--- config.mk ---
export PLATFORM = sky130hd
export DESIGN_NAME = bpm_tick_gen
export DESIGN_NICKNAME = d
export VERILOG_FILES = /design/src/rtl/bpm_tick_gen.sv
export SDC_FILE = /design/constraint.sdc
export NUM_CORES = 1
export LEC_CHECK = 0
export ABC_CLOCK_PERIOD_IN_PS = 3480
export CORE_MARGIN = 1
export CORE_UTILIZATION = 40
export DETAILED_ROUTE_END_ITERATION = 8
export GPL_ROUTABILITY_DRIVEN = 0
export HOLD_SLACK_MARGIN = 0.03
export SKIP_LAST_GASP = 1
export SLEW_MARGIN = 10
export SYNTH_ARGS = -nofsm -noshare
export SYNTH_HDL_FRONTEND = slang
export SYNTH_SLANG_ARGS = --single-unit
--- constraint.sdc ---
create_clock -name clk -period 3.48 [get_ports clk]
set_input_delay 0.522 -clock clk [delete_from_list [all_inputs] [get_ports clk]]
set_output_delay 0.522 -clock clk [all_outputs]
set_load 0.05 [all_outputs]
--- src/rtl/bpm_tick_gen.sv ---
// BPM-driven subdivision/beat/bar tick generator; the tick period comes from a sequential restoring divider.
// Optional swing (alternating long/short intervals) is compiled in by defining BPM_TICK_SWING_EN.
module bpm_tick_gen #(
   parameter int  CLK_HZ        = 50000000,
   parameter int  BPM_W         = 9,
   parameter int  MAX_BPM       = 300,
   parameter int  DEFAULT_BPM   = 120,
   parameter int  SUBDIV        = 4,
   parameter int  BEATS_PER_BAR = 4,
   parameter int  CNT_W         = 32,
   localparam int SUB_W         = (SUBDIV > 1) ? $clog2(SUBDIV) : 1,
   localparam int BEAT_W        = (BEATS_PER_BAR > 1) ? $clog2(BEATS_PER_BAR) : 1
) (
   input  logic              clk,
   input  logic              reset,
   input  logic [BPM_W-1:0]  bpm_in,
   input  logic              load,
   input  logic              run,
`ifdef BPM_TICK_SWING_EN
   input  logic [3:0]        swing_amt,
`endif
   output logic              busy,
   output logic              err,
   output logic              tick,
   output logic              beat,
   output logic              bar,
   output logic [SUB_W-1:0]  sub_idx,
   output logic [BEAT_W-1:0] beat_idx
);

   localparam int                BIT_W          = (CNT_W > 1) ? $clog2(CNT_W) : 1;
   localparam logic [63:0]       DIVIDEND_64    = 64'(CLK_HZ) * 64'd60;
   localparam logic [63:0]       DEFAULT_Q_64   = DIVIDEND_64 / (64'(DEFAULT_BPM) * 64'(SUBDIV));
   localparam logic [CNT_W-1:0]  DIVIDEND       = DIVIDEND_64[CNT_W-1:0];
   localparam logic [CNT_W-1:0]  MIN_PERIOD     = CNT_W'(2);
   localparam logic [CNT_W-1:0]  DEFAULT_PERIOD = (DEFAULT_Q_64 < 64'd2) ? MIN_PERIOD : DEFAULT_Q_64[CNT_W-1:0];
   localparam logic [CNT_W-1:0]  SUBDIV_C       = CNT_W'(SUBDIV);
   localparam logic [BPM_W-1:0]  MAX_BPM_C      = BPM_W'(MAX_BPM);
   localparam logic [SUB_W-1:0]  SUB_LAST       = SUB_W'(SUBDIV - 1);
   localparam logic [BEAT_W-1:0] BEAT_LAST      = BEAT_W'(BEATS_PER_BAR - 1);
   localparam logic [BIT_W-1:0]  BIT_LAST       = BIT_W'(CNT_W - 1);

   typedef enum logic {S_IDLE, S_DIV} state_t;

   state_t              r_state, w_state_nxt;
   logic [CNT_W-1:0]    r_period, r_divisor, r_rem, r_quo, r_cnt;
   logic [BIT_W-1:0]    r_bit;
   logic                r_err, r_tick, r_beat, r_bar;
   logic [SUB_W-1:0]    r_sub_nxt, r_sub_out, w_sub_adv;
   logic [BEAT_W-1:0]   r_beat_nxt, r_beat_out, w_beat_adv;
   logic                w_load_ok, w_bpm_bad, w_last, w_ge;
   logic [CNT_W:0]      w_trial, w_diff;
   logic [CNT_W-1:0]    w_rem_nxt, w_quo_nxt, w_interval;

   assign w_load_ok = load && (r_state == S_IDLE);
   assign w_bpm_bad = (bpm_in == '0) || (bpm_in > MAX_BPM_C);
   assign w_last    = (r_bit == BIT_LAST);

   // NOTE: sequential state uses non-blocking assignments so every register samples pre-edge values.
   always_ff @(posedge clk) begin
      if (reset) r_state <= S_IDLE;
      else       r_state <= w_state_nxt;
   end

   // NOTE: default assigned first so every path drives w_state_nxt and no latch is inferred.
   always_comb begin
      w_state_nxt = r_state;
      case (r_state)
         S_IDLE:  if (w_load_ok && !w_bpm_bad) w_state_nxt = S_DIV;
         S_DIV:   if (w_last) w_state_nxt = S_IDLE;
         default: w_state_nxt = S_IDLE;
      endcase
   end

   // One restoring step: the borrow out of trial-divisor decides the quotient bit.
   always_comb begin
      w_trial   = {r_rem, r_quo[CNT_W-1]};
      w_diff    = w_trial - {1'b0, r_divisor};
      w_ge      = !w_diff[CNT_W];
      w_rem_nxt = w_ge ? w_diff[CNT_W-1:0] : w_trial[CNT_W-1:0];
      w_quo_nxt = {r_quo[CNT_W-2:0], w_ge};
   end

   // NOTE: divider datapath has no reset; it is always loaded before use and reset aborts through r_state.
   always_ff @(posedge clk) begin
      if (w_load_ok && !w_bpm_bad) begin
         r_divisor <= CNT_W'(bpm_in) * SUBDIV_C;
         r_rem     <= '0;
         r_quo     <= DIVIDEND;
         r_bit     <= '0;
      end else if (r_state == S_DIV) begin
         r_rem <= w_rem_nxt;
         r_quo <= w_quo_nxt;
         r_bit <= r_bit + 1'b1;
      end
   end

   always_ff @(posedge clk) begin
      if (reset) begin
         r_period <= DEFAULT_PERIOD;
         r_err    <= 1'b0;
      end else begin
         if (w_load_ok) r_err <= w_bpm_bad;
         if (r_state == S_DIV && w_last)
            r_period <= (w_quo_nxt < MIN_PERIOD) ? MIN_PERIOD : w_quo_nxt;
      end
   end

   always_comb begin
      w_sub_adv  = (r_sub_nxt == SUB_LAST) ? '0 : r_sub_nxt + 1'b1;
      w_beat_adv = r_beat_nxt;
      if (r_sub_nxt == SUB_LAST)
         w_beat_adv = (r_beat_nxt == BEAT_LAST) ? '0 : r_beat_nxt + 1'b1;
   end

`ifdef BPM_TICK_SWING_EN
   localparam bit SWING_OK = (SUBDIV % 2) == 0;

   logic [3:0]       w_amt;
   logic [CNT_W+3:0] w_prod;
   logic [CNT_W-1:0] r_off;

   always_comb begin
      w_amt  = (swing_amt > 4'd12) ? 4'd12 : swing_amt;
      w_prod = '0;
      for (int k = 0; k < 4; k++)
         if (w_amt[k]) w_prod = w_prod + ({4'b0000, r_period} << k);
   end

   always_ff @(posedge clk) begin
      if (reset) r_off <= '0;
      else       r_off <= CNT_W'(w_prod >> 4);
   end

   // Parity of the index the new interval ends on selects the long or short half.
   always_comb begin
      w_interval = r_period;
      if (SWING_OK) w_interval = w_sub_adv[0] ? (r_period + r_off) : (r_period - r_off);
   end
`else
   assign w_interval = r_period;
`endif

   always_ff @(posedge clk) begin
      if (reset) begin
         r_cnt      <= '0;
         r_tick     <= 1'b0;
         r_beat     <= 1'b0;
         r_bar      <= 1'b0;
         r_sub_nxt  <= '0;
         r_sub_out  <= '0;
         r_beat_nxt <= '0;
         r_beat_out <= '0;
      end else begin
         r_tick <= 1'b0;
         r_beat <= 1'b0;
         r_bar  <= 1'b0;
         if (!run) begin
            r_cnt      <= '0;
            r_sub_nxt  <= '0;
            r_sub_out  <= '0;
            r_beat_nxt <= '0;
            r_beat_out <= '0;
         end else if (r_cnt == '0) begin
            r_tick     <= 1'b1;
            r_beat     <= (r_sub_nxt == '0);
            r_bar      <= (r_sub_nxt == '0) && (r_beat_nxt == '0);
            r_sub_out  <= r_sub_nxt;
            r_beat_out <= r_beat_nxt;
            r_sub_nxt  <= w_sub_adv;
            r_beat_nxt <= w_beat_adv;
            r_cnt      <= w_interval - 1'b1;
         end else begin
            r_cnt <= r_cnt - 1'b1;
         end
      end
   end

   assign busy     = (r_state == S_DIV);
   assign err      = r_err;
   assign tick     = r_tick;
   assign beat     = r_beat;
   assign bar      = r_bar;
   assign sub_idx  = r_sub_out;
   assign beat_idx = r_beat_out;

endmodule

==> impl_results.md <==
- R2r startpoint: r_cnt[11]
- Total power: about 0.0080 W
- Layout cells sized above 1: 0.0905
- Clk root buf: clkbuf_16
- PD cells: about 900 mW/mm2
- Share of the yosys chip area belonging to registers: 0.422
- Internal power: 0.00486 W
- Setup Skew: between 0.005 and 0.006 ns
- Headroom to the max-slew limit: 0.397
- Peak VDD IR: approximately 0.00044 V
- CP max FO: 32
- Maximum Capacitance Violations: 0
- Die height: 140 um
- Via count: a little over 6,000
- Footprint of the multi-input gates: between 0.004 and 0.005 mm2
- Synth top area share: 0.386
- Clock Power Share: 0.242
- Register area: 0.00320 mm2
- DP HPWL: 11,500 um
- P_sw: about 0.0031 W
- Die width: roughly 140 um
- Final Max Slew Viols: 0
- Syn nets: roughly 900
- Total die area: 0.0195 mm2
- Top post-synthesis cells by area: dfxtp_1, mux2i_1, nor2_1
- Top cells by count, synth: dfxtp_1, nor2_1, a21oi_1
- Kind of critical path: reg -> reg
- Status: finished clean
- Clk slew on worst S/H paths: about 0.06 ns
- Cells after Synth: just under 900
- First-pass iteration count of the detailed router: 6
- RSZ-0062 raised after global routing: false
- Reg power frac: 0.310
- Post-Synthesis Cell Area: approximately 0.0076 mm2
- DRC viols: 0
- I/O Buffers: 21
- Fin nets: about 910
- Num CTS Buffers: 17
- Tcrit/Tclk final: 0.900
- Tmin final: about 3.1 ns
- Synth area leader: dfxtp_1
- Placed cell count: ~1,100
- Min-delay src: sub_idx[1]
- CTS tree: yes
- Crit path launch: r_cnt[11]
- Synth cell types: 67
- Synth warnings: 0
- Vias in the first global route: about 5,800
- Fmax: between 300 and 400 MHz
- Antenna cells: 0
- Initial antenna violation count: 0
- Post-cts resize count: 0
- H-tree level count: 4
- GR Overflow Total: 0
- Post-synth EDFFs: 9
- Ys async rst share: 0
- Pin count of the biggest net entering global routing: 76
- CTS Hold Bufs: 0
- Static Leak: 3.26 nW
- Count leader, synth: dfxtp_1
- Setup crit end kind: flip-flop
- Post-CTS Setup Inserts: 0
- Switching Share: 0.393
- Main synth FF type: dfxtp_1
- 1st-iter DRT viols: 355
- Core box area: 0.0183 mm2
- First-pass GRT wire length: slightly below 30,000 um
- Setup_tns: 0 ns
- Worst Tran Pin Value: 0.905 ns
- Tightest Hold Check Type: reg -> reg
- Row cnt: 49
- WL final: 17,100 um
- Avg Synthesized Cell Area: about 8.7 um2
- Starting density of the core: 0.414
- Final Non-Filler Cells: roughly 1,100
- Final hold violation count: 0
- Clk Latency, worst-skew pair: about 0.42 ns
- Worst path arrival time: about 3.4 ns
- Combinational power share: 0.448
- Synth Register Bits: between 150 and 200
- Maximum clock insertion buffer count: 2
- Crit path required time: roughly 3.8 ns
- Setup violators final: 0
- Startpoint types: flip-flop
- Via density: ~5.5
- Layout area overhead: 14.6%
- Routed Antenna Nets: 0
- # fillers: ~1,800
- Top Ports: 22
- GRT Total Usage: 0.185
- Average wire per standard cell: approximately 15 um
- CTS Sinks: 155
flip-flops by register name, indices dropped and copies added (netlist names):
register and cells:
beat 1, r_quo 32, r_rem 32, sub_idx 2, r_divisor 9, r_sub_nxt 2
r_beat_nxt 2, r_period 32, busy 1, r_cnt 32, bar 1, err 1
beat_idx 2, tick 1, r_bit 5
through the flow:
step           hold slack, ns  setup WS, ns  cell area (um2)  utilization
4_1_cts                 0.455         0.323             8660        0.474
5_1_grt                 0.480        0.0341             8670        0.475
3_3_place_gp            0.443         0.387             8050        0.440
3_5_place_dp            0.446         0.333             8050        0.440
6_report                0.451         0.348             8670        0.475
2_1_floorplan           0.431        0.0263             7580            -
cell usage in the layout (no fill, tap or decap), types with 9 or more instances in the layout:
cell             count
clkbuf_16           17
nand4_1             15
nor2_1             116
buf_4               21
clkdlybuf4s50_1     21
or2_2                9
nor4_1              24
xor2_1              19
inv_1               24
o21ai_0             36
nor2b_1              9
nand2_1             54
mux2i_1             46
a211oi_1             9
xnor2_1             23
nand3_1             17
a221o_1             11
a22oi_1             19
a21oi_1             73
dfxtp_1            145
ha_1                16
edfxtp_1             9
or3_1                9
a31oi_1             10
nor3_1              31
final cells by class:
class | count | share of cell area
flip-flops and latches | 155 | 0.369
repair buffers | 42 | 0.0424
well taps | 229 | 0.0330
multi-input cells | 641 | 0.474
clock buffers | 20 | 0.0515
inverters | 25 | 0.0108
clock inverters | 12 | 0.0196
critical path: stages, from the launching register on:
cell and delay (ns):
dfxtp_1 0.34, or4_1 0.53, nand4b_1 0.29, nor3_4 0.28
buf_4 0.37, mux2i_1 0.23, nand3_1 0.25, nor4_1 0.35
mux2_2 0.37
layer usage:
| metal | vias to the layer above | track usage | share of wire |
|---|---|---|---|
| li1 | 3191 | - | - |
| met1 | 2925 | 0.269 | 0.53 |
| met2 | 92 | 0.277 | 0.43 |
| met3 | 15 | 0.0334 | 0.028 |
| met4 | 0 | 0.0590 | 0.013 |
| met5 | - | 0 | 0 |
power by group through the flow:
stage          Clock (W)  Combinational, W  Sequential (W)
5_1_grt          0.00207           0.00403         0.00254
3_3_place_gp           0           0.00355         0.00251
2_1_floorplan          0           0.00281         0.00245
4_1_cts          0.00198           0.00358         0.00248
6_report         0.00194           0.00359         0.00248
3_5_place_dp           0           0.00356         0.00251
logic make-up after synthesis:
group / Yosys count / synth area share
AOI/OAI and AO/OA: 201 / 0.172
xor gates and xnor gates: 42 / 0.0486
adders and majority gates: 17 / 0.0291
buffers and inverters: 71 / 0.0375
DFF: 155 / 0.422
muxes: 50 / 0.0668
and+or+nand+nor: 331 / 0.223
worst paths after layout:
kind	endpoint	slack, ns	cells after the start
max	r_cnt[25]	0.35	8
min	sub_idx[1]	0.45	2
max reg2reg	r_cnt[25]	0.35	8
min reg2reg	sub_idx[1]	0.45	2
Note: power is estimated with default switching activity, not from simulation.
